===== src/rtl/seq_alu.sv =====
`default_nettype none
// ----------------------------------------------------------------------------
// seq_alu : registered signed ALU with valid/ready handshake, iterative MULT.
// Revision: 1.0
// ----------------------------------------------------------------------------
module seq_alu #(
  parameter int DATA_WIDTH = 4
) (
  input  logic                      clk_in,
  input  logic                      rst_in,
  input  logic                      in_valid_in,
  output logic                      in_ready_out,
  input  logic [2:0]                sel_in,
  input  logic [DATA_WIDTH-1:0]     a_in,
  input  logic [DATA_WIDTH-1:0]     b_in,
  output logic                      out_valid_out,
  input  logic                      out_ready_in,
  output logic [2*DATA_WIDTH-1:0]   alu_out,
  output logic                      zero_out,
  output logic                      neg_out,
  output logic                      ovf_out,
  output logic                      err_out
);

  localparam int RW = 2 * DATA_WIDTH;
  localparam int CW = (DATA_WIDTH > 2) ? $clog2(DATA_WIDTH) : 1;
  localparam logic [CW-1:0] c_last_cnt = CW'(DATA_WIDTH - 1);

  localparam logic [2:0] c_op_add  = 3'b000;
  localparam logic [2:0] c_op_sub  = 3'b001;
  localparam logic [2:0] c_op_mult = 3'b010;
  localparam logic [2:0] c_op_and  = 3'b011;
  localparam logic [2:0] c_op_or   = 3'b100;
  localparam logic [2:0] c_op_xor  = 3'b101;

  typedef enum logic [1:0] {
    IDLE = 2'd0,
    BUSY = 2'd1,
    DONE = 2'd2
  } state_t;

  state_t                state_q, state_d;
  logic [RW-1:0]         res_q, res_d;
  logic                  zero_q, zero_d;
  logic                  neg_q, neg_d;
  logic                  ovf_q, ovf_d;
  logic                  err_q, err_d;
  logic [RW-1:0]         acc_q, acc_d;
  logic [RW-1:0]         mcand_q, mcand_d;
  logic [DATA_WIDTH-1:0] mplier_q, mplier_d;
  logic                  msign_q, msign_d;
  logic [CW-1:0]         cnt_q, cnt_d;

  logic [RW-1:0]         w_ext_a, w_ext_b, w_new_res, w_acc_sum;
  logic                  w_upd, w_new_err;
  logic [DATA_WIDTH:0]   w_top;

  function automatic logic [DATA_WIDTH-1:0] mag(input logic [DATA_WIDTH-1:0] v);
    return v[DATA_WIDTH-1] ? (~v + 1'b1) : v;
  endfunction

  assign w_ext_a   = {{DATA_WIDTH{a_in[DATA_WIDTH-1]}}, a_in};
  assign w_ext_b   = {{DATA_WIDTH{b_in[DATA_WIDTH-1]}}, b_in};
  assign w_acc_sum = acc_q + (mplier_q[0] ? mcand_q : '0);
  assign w_top     = w_new_res[RW-1:DATA_WIDTH-1];

  always_comb begin
    state_d   = state_q;
    res_d     = res_q;
    zero_d    = zero_q;
    neg_d     = neg_q;
    ovf_d     = ovf_q;
    err_d     = err_q;
    acc_d     = acc_q;
    mcand_d   = mcand_q;
    mplier_d  = mplier_q;
    msign_d   = msign_q;
    cnt_d     = cnt_q;
    w_upd     = 1'b0;
    w_new_res = '0;
    w_new_err = 1'b0;
    case (state_q)
      IDLE: begin
        if (in_valid_in) begin
          if (sel_in == c_op_mult) begin
            state_d  = BUSY;
            acc_d    = '0;
            mcand_d  = {{DATA_WIDTH{1'b0}}, mag(a_in)};
            mplier_d = mag(b_in);
            msign_d  = a_in[DATA_WIDTH-1] ^ b_in[DATA_WIDTH-1];
            cnt_d    = '0;
          end else begin
            state_d = DONE;
            w_upd   = 1'b1;
            case (sel_in)
              c_op_add: w_new_res = w_ext_a + w_ext_b;
              c_op_sub: w_new_res = w_ext_a - w_ext_b;
              c_op_and: w_new_res = w_ext_a & w_ext_b;
              c_op_or:  w_new_res = w_ext_a | w_ext_b;
              c_op_xor: w_new_res = w_ext_a ^ w_ext_b;
              default:  w_new_err = 1'b1;
            endcase
          end
        end
      end
      BUSY: begin
        // Shift-add on magnitudes; sign is applied to the final partial sum.
        acc_d    = w_acc_sum;
        mcand_d  = mcand_q << 1;
        mplier_d = mplier_q >> 1;
        cnt_d    = cnt_q + CW'(1);
        if (cnt_q == c_last_cnt) begin
          state_d   = DONE;
          w_upd     = 1'b1;
          w_new_res = msign_q ? (~w_acc_sum + 1'b1) : w_acc_sum;
        end
      end
      DONE: begin
        if (out_ready_in) state_d = IDLE;
      end
      default: state_d = IDLE;
    endcase
    if (w_upd) begin
      res_d  = w_new_res;
      zero_d = (w_new_res == '0);
      neg_d  = w_new_res[RW-1];
      ovf_d  = !((&w_top) || !(|w_top));
      err_d  = w_new_err;
    end
  end

  always_ff @(posedge clk_in) begin
    if (rst_in) begin
      state_q  <= IDLE;
      res_q    <= '0;
      zero_q   <= 1'b0;
      neg_q    <= 1'b0;
      ovf_q    <= 1'b0;
      err_q    <= 1'b0;
      acc_q    <= '0;
      mcand_q  <= '0;
      mplier_q <= '0;
      msign_q  <= 1'b0;
      cnt_q    <= '0;
    end else begin
      state_q  <= state_d;
      res_q    <= res_d;
      zero_q   <= zero_d;
      neg_q    <= neg_d;
      ovf_q    <= ovf_d;
      err_q    <= err_d;
      acc_q    <= acc_d;
      mcand_q  <= mcand_d;
      mplier_q <= mplier_d;
      msign_q  <= msign_d;
      cnt_q    <= cnt_d;
    end
  end

  assign in_ready_out  = (state_q == IDLE);
  assign out_valid_out = (state_q == DONE);
  assign alu_out       = res_q;
  assign zero_out      = zero_q;
  assign neg_out       = neg_q;
  assign ovf_out       = ovf_q;
  assign err_out       = err_q;

endmodule
`default_nettype wire


===== config.mk =====
export PLATFORM = sky130hd
export DESIGN_NAME = seq_alu
export DESIGN_NICKNAME = d
export VERILOG_FILES = /design/src/rtl/seq_alu.sv
export SDC_FILE = /design/constraint.sdc
export NUM_CORES = 1
export LEC_CHECK = 0
export ABC_AREA = 1
export CORE_MARGIN = 10
export CORE_UTILIZATION = 45
export CTS_CLUSTER_DIAMETER = 120
export DETAILED_ROUTE_END_ITERATION = 8
export HOLD_SLACK_MARGIN = 0.1
export PLACE_DENSITY = 0.66
export SYNTH_ARGS = -nofsm -noshare
export SYNTH_HDL_FRONTEND = slang
export SYNTH_SLANG_ARGS = --single-unit

===== constraint.sdc =====
create_clock -name clk_in -period 3.6 [get_ports clk_in]
set_input_delay 0.9 -clock clk_in [delete_from_list [all_inputs] [get_ports clk_in]]
set_output_delay 0.9 -clock clk_in [all_outputs]
set_load 0.02 [all_outputs]

After elaboration in Yosys (flattened, before gate mapping)

Index checks and enable logic that the tools add are counted.

Memories: 0
ROM bits: 0
Bits in latches: 0
Bits in writable memories: 0
Input bits: 15
Register bits: 37
Output and inout bits: 14

Magnitude comparators: 0
Multipliers: 0
Muxes and demuxes: 34
Reduce and logical (&&, ||, !) cells: 13
Bitwise operators: 7
Shift-type cells: 0
Add/subtract/negate cells: 7
Div/mod/pow operators: 0
Equal/unequal tests: 12

Operator list:

| kind                | number |
|---|---|
| $mux 8              | 9 |
| $pmux 8 s2          | 3 |
| $pmux 8 s5          | 1 |
| $mux 4              | 4 |
| $mux 2              | 6 |
| $reduce_or 5->1     | 2 |
| $reduce_and 3->1    | 3 |
| $add 4x1->4 const B | 2 |
| $add 8x1->8 const B | 1 |
| $add 8x8->8         | 1 |
| $and 8x8->8         | 1 |
| $logic_not 8->1     | 1 |
| $not 4->4           | 2 |
| $not 8->8           | 1 |
| $or 8x8->8          | 1 |
| $pmux 4 s2          | 1 |
| $xor 8x8->8         | 1 |
| $mux 1              | 7 |
| $eq 3x2->1 const B  | 2 |
| $eq 3x3->1 const B  | 2 |
| $pmux 2 s3          | 1 |
| $add 4x4->5         | 1 |
| $reduce_and 5->1    | 1 |
| $sub 4x4->5         | 1 |
| other kinds (14)    | 18 |

Logic depth before layout (Yosys ltp)

Gate-level depths: netlist (run 1).

Depth after elaboration: 11
Mapped depth: 20
Mapped depth without buffers: 20

Least setup slack after synthesis (run 1)

Ideal clock, no wire load.

Kind: input -> register
From: in b_in[1]
To: reg ovf_q (netlist: ovf_out)
Stages on the path: 18
Arrival time: 2,726 ps
Slack: 743 ps
Cells stage by stage: inv_1 ha_1 xor2_1 nand2_1 o21ai_0 ha_1 a21oi_1 nor2_1 nor2_1 nand3_1 nand3_1 nand2_1 nand2_2 nand3b_1 nor2_2 nand2_1 nand2_1 a21oi_2

Cells in the longest elaborated chain, start to end: 9
Elaborated cells between the ends (all ways): 11

RTL lines:

| what                                       | line   | source |
|---|---|---|
| from (decl)                                | 15     | `input logic [DATA_WIDTH-1:0] b_in,` |
| $sub 4x4->5 or $add 4x4->5 (tied branches) | 97, 96 |  |
| $pmux 8 s5 *                               | 95     | `case (sel_in)` |
| $mux 8 *                                   | 85     | `if (sel_in == c_op_mult) begin` |
| $mux 8 *                                   | 84     | `if (in_valid_in) begin` |
| $pmux 8 s2 *                               | 82     | `case (state_q)` |
| $reduce_or 5->1                            | 127    | `ovf_d = !((&w_top) \|\| !(\|w_top));` |
| $logic_not 1->1                            | 127    |  |
| $logic_or 1x1->1 *                         | 127    |  |
| $logic_not 1->1 *                          | 127    |  |
| to (signal assigned)                       | 150    | `ovf_q <= ovf_d;` |
| to (decl)                                  | 46     | `logic ovf_q, ovf_d;` |

Every way passes the cells marked *; elsewhere a longest branch is shown, timed or not.
A chain may end at the register's enable or synchronous reset.

Worst setup path after layout (run 1)

From: in b_in[0]
To: reg ovf_q (netlist: ovf_out)

Same word-level chain as after synthesis.

==> results of run 1 <==
-- path summary, 6_finish.rpt --
kind / end / slack [ns] / cells past startpoint
worst max-delay path: ovf_out / 0.34 / 21
worst min-delay path: err_out / 0.46 / 2
worst min register to register: err_out / 0.46 / 2
worst max register to register: ovf_out / 0.89 / 19
-- power by group --
group          internal (uW)  switching (uW)
clock                    156             140
sequential               414            11.2
combinational           90.2             124
total                    660             275
-- worst reg2reg max path, delay by kind of cell (launching register included) --
family	cells	cell delay (ns)
adders and majority gates	3	0.85
DFF	1	0.49
buffers and inverters	3	0.23
AOI/OAI and AO/OA	1	0.04
and+or+nand+nor	12	0.99
-- cells in the mapped netlist, drive strengths merged, types with 3 or more instances --
| cell type | instances |
|---|---|
| nand3 | 38 |
| xor2 | 4 |
| buf | 4 |
| nor2 | 26 |
| nor3 | 5 |
| or2 | 4 |
| o211ai | 10 |
| ha | 24 |
| dfxtp | 36 |
| nand4 | 3 |
| nand2 | 128 |
| clkbuf | 8 |
| inv | 66 |
| a21oi | 42 |
| o21ai | 16 |
-- area by class of cell --
| type | instances | area, sq um | share of cell area, % |
|---|---|---|---|
| multi-input cells | 311 | 1715 | 53.18 |
| inverters | 66 | 247.7 | 7.680 |
| repair buffers | 38 | 357.8 | 11.09 |
| flip-flops and latches | 36 | 720.7 | 22.34 |
| well taps | 75 | 93.84 | 2.909 |
| clock buffers | 8 | 90.09 | 2.793 |
-- metrics by stage --
step	cells	instance area, sq um	hold slack, ns	utilization (%)
2_1_floorplan	425	2728	0.4329	-
3_3_place_gp	526	3124	0.4511	53.08
3_5_place_dp	526	3124	0.4537	53.08
4_1_cts	534	3214	0.4638	54.61
5_1_grt	534	3226	0.4956	54.80
6_report	534	3226	0.4630	54.80
-- logic make-up (layout without fill, tap and decap cells) --
logic type	after synthesis	in the layout	share of synthesized area, %
flip-flops	36	36	26.42
XOR/XNOR	5	5	1.605
AO/OA/AOI/OAI	74	74	15.18
AND/OR/NAND/NOR	206	206	33.30
adder cells (fa/ha/maj)	26	26	12.48
buffers and inverters	78	112	11.01
-- per-layer routing --
metal  up-vias  share of wire, %  track usage, %
li1       1430                 -               -
met1      1178                47           16.42
met2        33                49           25.84
met3         8               2.2           2.396
met4         0               1.5           5.705
met5         -                 0               0
-- flip-flops by register name, indices dropped and copies added, names as in the netlist --
signal,cells
mplier_q,4
acc_q,8
alu_out,8
zero_out,1
ovf_out,1
msign_q,1
cnt_q,2
state_q,2
mcand_q,8
err_out,1
-- cells in the final DEF, fill, tap and decap left out, types with 2 or more instances in the layout --
| cell type | instances |
|---|---|
| sky130_fd_sc_hd__dfxtp_1 | 36 |
| sky130_fd_sc_hd__a21oi_2 | 3 |
| sky130_fd_sc_hd__nand3_2 | 6 |
| sky130_fd_sc_hd__nand3_1 | 32 |
| sky130_fd_sc_hd__nand4_1 | 3 |
| sky130_fd_sc_hd__inv_1 | 63 |
| sky130_fd_sc_hd__buf_4 | 10 |
| sky130_fd_sc_hd__nor2_2 | 4 |
| sky130_fd_sc_hd__inv_2 | 3 |
| sky130_fd_sc_hd__clkbuf_8 | 6 |
| sky130_fd_sc_hd__xor2_1 | 4 |
| sky130_fd_sc_hd__fa_1 | 2 |
| sky130_fd_sc_hd__o21ai_0 | 15 |
| sky130_fd_sc_hd__nand2_1 | 122 |
| sky130_fd_sc_hd__a31oi_1 | 2 |
| sky130_fd_sc_hd__nand2_2 | 6 |
| sky130_fd_sc_hd__ha_1 | 24 |
| sky130_fd_sc_hd__a211oi_1 | 2 |
| sky130_fd_sc_hd__a21oi_1 | 39 |
| sky130_fd_sc_hd__o211ai_1 | 10 |
| sky130_fd_sc_hd__clkbuf_1 | 2 |
| sky130_fd_sc_hd__nor2_1 | 21 |
| sky130_fd_sc_hd__clkdlybuf4s50_1 | 27 |
| sky130_fd_sc_hd__or2_1 | 3 |
| sky130_fd_sc_hd__nor3_1 | 5 |
==> flow_summary_export.csv, run 1 <==
group,metric,value,unit
outcome,result_of_the_run,"complete, no violations",
worst_setup_path,timing.critical_path.slowest_cell_delay,0.47,ns
clocking,clkTransAtPathRegs,0.07,ns
grt,grt_usage,14.38,%
power_and_ir_drop,p_leak,0.001596,uW
worst_setup_path,critical_path_slowest_stage_cell,"sky130_fd_sc_hd__clkdlybuf4s50_1",
power_and_ir_drop,power.total,935.4,uW
timing,final_worst_slack,0.3408,ns
worst_setup_path,launching_element_of_the_worst_setup_path,"b_in[0]",
timing,worst_clock_skew,0.006956,ns
grt,antenna_found_initial,0,
drt,drt-vias-per-instance,4.961,
yosys,synthArstFlopShare,0,%
floorplan,boundaryPins,29,
clocking,clock_tree_from_tritoncts,"yes",
floorplan,initial_utilization,46.34,%
floorplan,die_height,97.86,um
clocking,hold_buffers,0,
timing,worst-slew-pin-transition,0.5140,ns
layout,flow.area_growth_from_synthesis,18.26,%
worst_setup_path,cpMostUsedCell,"sky130_fd_sc_hd__nand2_1",
worst_setup_path,cp-start-kind,"input port",
yosys,synth.distinct_cells,32,
timing,post-route-period-util,90.53,%
yosys,syn_nets,466,
clocking,clock_tree.buffer_depth,2,
floorplan,coreArea,5886,sq um
worst_setup_path,critPathCaptureType,"flip-flop",
grt,grt_start_max_net_pins,21,
drt,num_vias,2649,
clocking,cts_setup_buffers,0,
timing,grt_setup_unrepaired,"no",
place,port_buffers,28,
yosys,ys_ff_latch,36,
clocking,clock-root-buffer,"sky130_fd_sc_hd__clkbuf_8",
yosys,post-synth-top-area-cell,"sky130_fd_sc_hd__dfxtp_1",
power_and_ir_drop,power.density,290.0,nW/um^2
worst_setup_path,cp.arrival,3.43,ns
yosys,synth_area,2728,sq um
layout,n_antenna_cell,0,
clocking,cts_made_buffers,5,
worst_hold_path,hold_path_class,"reg2reg",
grt,global_route.overflow_total,0,
timing,finalWorstPathRequiredPeriod,3.259,ns
drt,ant_nets,0,
drt,drt_first_iter_violations,94,
yosys,postSynthCellCount,425,
yosys,synth_top_flop_cell,"sky130_fd_sc_hd__dfxtp_1",
yosys,synth_warnings,0,
power_and_ir_drop,ir_worst_vdd,0.0001696,V
drt,avgRoutedWirePerCell,12.33,um
grt,grt_pass1_wl,11.87,mm
clocking,clk_latency,0.29,ns
yosys,netlist.area_leader.share,26.42,%
place,dp.final_hpwl,5.224,mm
timing,max_freq,306.8,MHz
worst_setup_path,crit_fanout,5,
timing,hold_violations,0,
timing,timing.setup.tns,0,ns
place,place.gp.congestion,0.8564,
layout,fillers,592,
drt,finalWirelength,6.585,mm
clocking,post_cts_resize_count,0,
worst_setup_path,cp.required,3.77,ns
drt,remaining_drc_errors,0,
clocking,h-tree-depth,2,
yosys,synth-edff-count,0,
floorplan,placementRows,28,
layout,layout-drive-gt1-share,8.715,%
worst_setup_path,cp_num_buf_inv,3,
clocking,clkSinkCount,36,
worst_hold_path,hold_wc_startpoint,"err_out",
floorplan,horizontal_die_dimension,97.86,um
timing,slew-limit-headroom,65.70,%
grt,number_of_global_route_vias_before_repair,2723,
worst_setup_path,critical_path.top_delay_family,"simple AND/OR/NAND/NOR gates",
timing,setup_viol_count_final,0,
place,post-place-ws,0.003486,ns
drt,dr.pass1.iters,5,
worst_setup_path,crit_path_cell_trace,"clkdlybuf4s50_1 > inv_1 > ha_1 > xor2_1 > nand2_1 > o21ai_0 > ha_1 > a21oi_2 > nor2_1 > nor2_1 > inv_1 > nand2_1 > nand3_1 > nand2_2 > nand2_2 > nand2_2 > nand2_1 > nor2_1 > nand3_1 > nand2_1 > a21oi_2",
timing,final-max-slew-violation-count,0,
flow_run,max_cap_viols,0,
layout,final_nets,499,
worst_setup_path,worstReg2RegStart,"mplier_q[0]",
yosys,synth.area.top_cells,"sky130_fd_sc_hd__dfxtp_1 26%, sky130_fd_sc_hd__nand2_1 17%, sky130_fd_sc_hd__ha_1 11%",
floorplan,die-area,9576,sq um
yosys,yosysSeqAreaShare,26.42,%
yosys,avgSynthCellArea,6.418,sq um
worst_setup_path,timing.setup.critical_path_class,"in2reg",
Note: power is estimated with default switching activity, not from simulation.
==> run 2, diff against run 1 <==
CORE_UTILIZATION = 50   (was 45)
GPL_TIMING_DRIVEN = 0   (was unset)
PLACE_DENSITY = 0.72   (was 0.66)
==> flow_summary_export.csv, run 2 (synthesis results as in run 1) <==
group,metric,value,unit
outcome,result_of_the_run,"complete, no violations",
layout,layout-drive-gt1-share,8.460,%
timing,grt_setup_unrepaired,"no",
floorplan,horizontal_die_dimension,93.86,um
worst_setup_path,critical_path.reg2reg.endpoint,"ovf_out",
layout,finalInstanceArea,3208,sq um
layout,final_nets,501,
worst_hold_path,whs_path_depth,2,
place,place.gp.congestion,0.9112,
place,placement.cell_area,3085,sq um
clocking,clkTransAtPathRegs,0.08,ns
drt,finalWirelength,6.756,mm
timing,post-route-period-util,90.85,%
grt,grt_pass1_wl,11.89,mm
timing,finalWorstPathRequiredPeriod,3.271,ns
floorplan,initial_utilization,52.40,%
grt,grt_start_max_net_pins,12,
drt,ant_nets,0,
layout,mostFrequentLayoutCell,"sky130_fd_sc_hd__nand2_1",
worst_hold_path,min_delay_worst_endpoint,"mcand_q[7]",
worst_setup_path,critPathCaptureType,"flip-flop",
worst_setup_path,cp-start-kind,"input port",
power_and_ir_drop,ir_worst_vdd,0.0001600,V
floorplan,placementRows,26,
power_and_ir_drop,power.density,293.7,nW/um^2
floorplan,die-area,8810,sq um
floorplan,coreArea,5205,sq um
grt,number_of_global_route_vias_before_repair,2715,
grt,global_route.overflow_total,0,
place,dp.final_hpwl,5.424,mm
worst_setup_path,critical_path_slowest_stage_cell,"sky130_fd_sc_hd__clkdlybuf4s50_1",
floorplan,boundaryPins,29,
worst_setup_path,cp.required,3.76,ns
clocking,cts_made_buffers,5,
worst_hold_path,hold_path_class,"reg2reg",
layout,n_antenna_cell,0,
drt,num_vias,2736,
timing,setup_viol_count_final,0,
clocking,clkSinkCount,36,
clocking,clock-root-buffer,"sky130_fd_sc_hd__clkbuf_8",
floorplan,die_height,93.86,um
layout,flow.area_growth_from_synthesis,17.61,%
drt,dr.pass1.iters,4,
place,dp_cells,522,
clocking,clock_tree.buffer_depth,2,
place,port_buffers,27,
drt,drt-vias-per-instance,5.153,
timing,final-max-slew-violation-count,0,
clocking,hold_buffers,0,
clocking,clock_tree_from_tritoncts,"yes",
power_and_ir_drop,power.total,942.2,uW
timing,max_freq,305.8,MHz
worst_setup_path,cp.arrival,3.43,ns
drt,remaining_drc_errors,0,
flow_run,max_cap_viols,0,
worst_setup_path,timing.setup.critical_path_class,"in2reg",
layout,final_cell_count_no_fill,531,
timing,worst-slew-pin-transition,0.6499,ns
drt,drt_first_iter_violations,148,
power_and_ir_drop,p_leak,0.001583,uW
grt,antenna_found_initial,0,
worst_setup_path,timing.critical_path.slowest_cell_delay,0.54,ns
worst_setup_path,critical_path.top_delay_family,"simple AND/OR/NAND/NOR gates",
clocking,h-tree-depth,2,
worst_setup_path,cp_num_buf_inv,3,
drt,avgRoutedWirePerCell,12.72,um
timing,worst_clock_skew,0.009990,ns
worst_setup_path,regToRegSetupSlack,0.87,ns
layout,layout.cells.most_common_list,"123 x sky130_fd_sc_hd__nand2_1, 61 x sky130_fd_sc_hd__inv_1, 39 x sky130_fd_sc_hd__a21oi_1",
grt,grt_usage,16.10,%
worst_setup_path,reg2regPathDepth,20,
layout,post-route-util,61.63,%
worst_setup_path,cpMostUsedCell,"sky130_fd_sc_hd__nand2_1",
worst_setup_path,crit_path_cell_trace,"clkdlybuf4s50_1 > nor3_1 > ha_1 > nand2_1 > nand2_1 > ha_1 > inv_1 > nor2_1 > nor2_1 > inv_1 > nand2_1 > nand3_1 > nand2_2 > nand2_2 > nand2_1 > nand2_1 > nor2_1 > nand3_1 > nand2_1 > a21oi_2",
timing,whs,0.4684,ns
timing,slew-limit-headroom,56.67,%
clocking,clk_latency,0.29,ns
worst_hold_path,hold_wc_startpoint,"mcand_q[7]",
worst_setup_path,worstReg2RegStart,"mplier_q[0]",
worst_setup_path,crit_fanout,6,
timing,hold_violations,0,
==> run 2: cell types whose count changed in the layout (fill, tap and decap cells not counted), moves of 2 or more <==
cell,previous run,this run
sky130_fd_sc_hd__clkdlybuf4s50_1,27,25
sky130_fd_sc_hd__buf_4,10,2
sky130_fd_sc_hd__buf_2,0,3
sky130_fd_sc_hd__clkbuf_1,2,9
sky130_fd_sc_hd__inv_2,3,5
sky130_fd_sc_hd__inv_1,63,61
==> run 2: worst max path at each step <==
stage	startpoint	endpoint	slack, ns	cells past startpoint
finish	b_in[2]	ovf_out	0.33	20
global route	b_in[2]	ovf_out	0.05	20
CTS	b_in[0]	ovf_out	0.07	21
detailed placement	b_in[0]	ovf_out	-0.22	21
global placement	b_in[0]	ovf_out	-0.22	21
floorplan	b_in[1]	ovf_out	0.74	18
==> run 2: layout make-up <==
cell class	count	area, sq um
clock inverters	1	7.507
inverters	66	247.7
repair buffers	28	282.8
clock buffers	7	86.33
fillers	518	1997
well taps	70	87.58
multi-input cells	311	1723
flip-flops and latches	36	720.7
plain buffers	12	52.55
==> run 2: through the flow <==
stage / setup WS, ns / TNS [ns]
detailed placement: -0.2208 / -0.6185
finish: 0.3294 / 0
CTS: 0.07485 / 0
global route: 0.05367 / 0
global placement: -0.2204 / -0.5704
floorplan: 0.7431 / 0
==> run 2: metal layers <==
layer,vias to the layer above,share of wire (%),track usage (%)
li1,1435,-,-
met1,1252,47,18.53
met2,36,49,28.97
met3,13,2.8,2.718
met4,0,1.9,5.823
met5,-,0,0
==> run 2: report_power, final <==
group | switching (uW) | internal (uW)
sequential | 8.85 | 414
clock | 149 | 156
combinational | 127 | 87.9
total | 285 | 657
==> run 2: tightest hold or removal path: stages, from the launching register on <==
cell,delay [ns]
sky130_fd_sc_hd__dfxtp_1,0.32
sky130_fd_sc_hd__nand2_1,0.06
sky130_fd_sc_hd__a21oi_1,0.05
==> run 2: repair_timing <==
item                                    4_1_cts  5_1_grt
buffers inserted                              0        1
resized for setup                             0        8
endpoints found under the setup margin        0        4
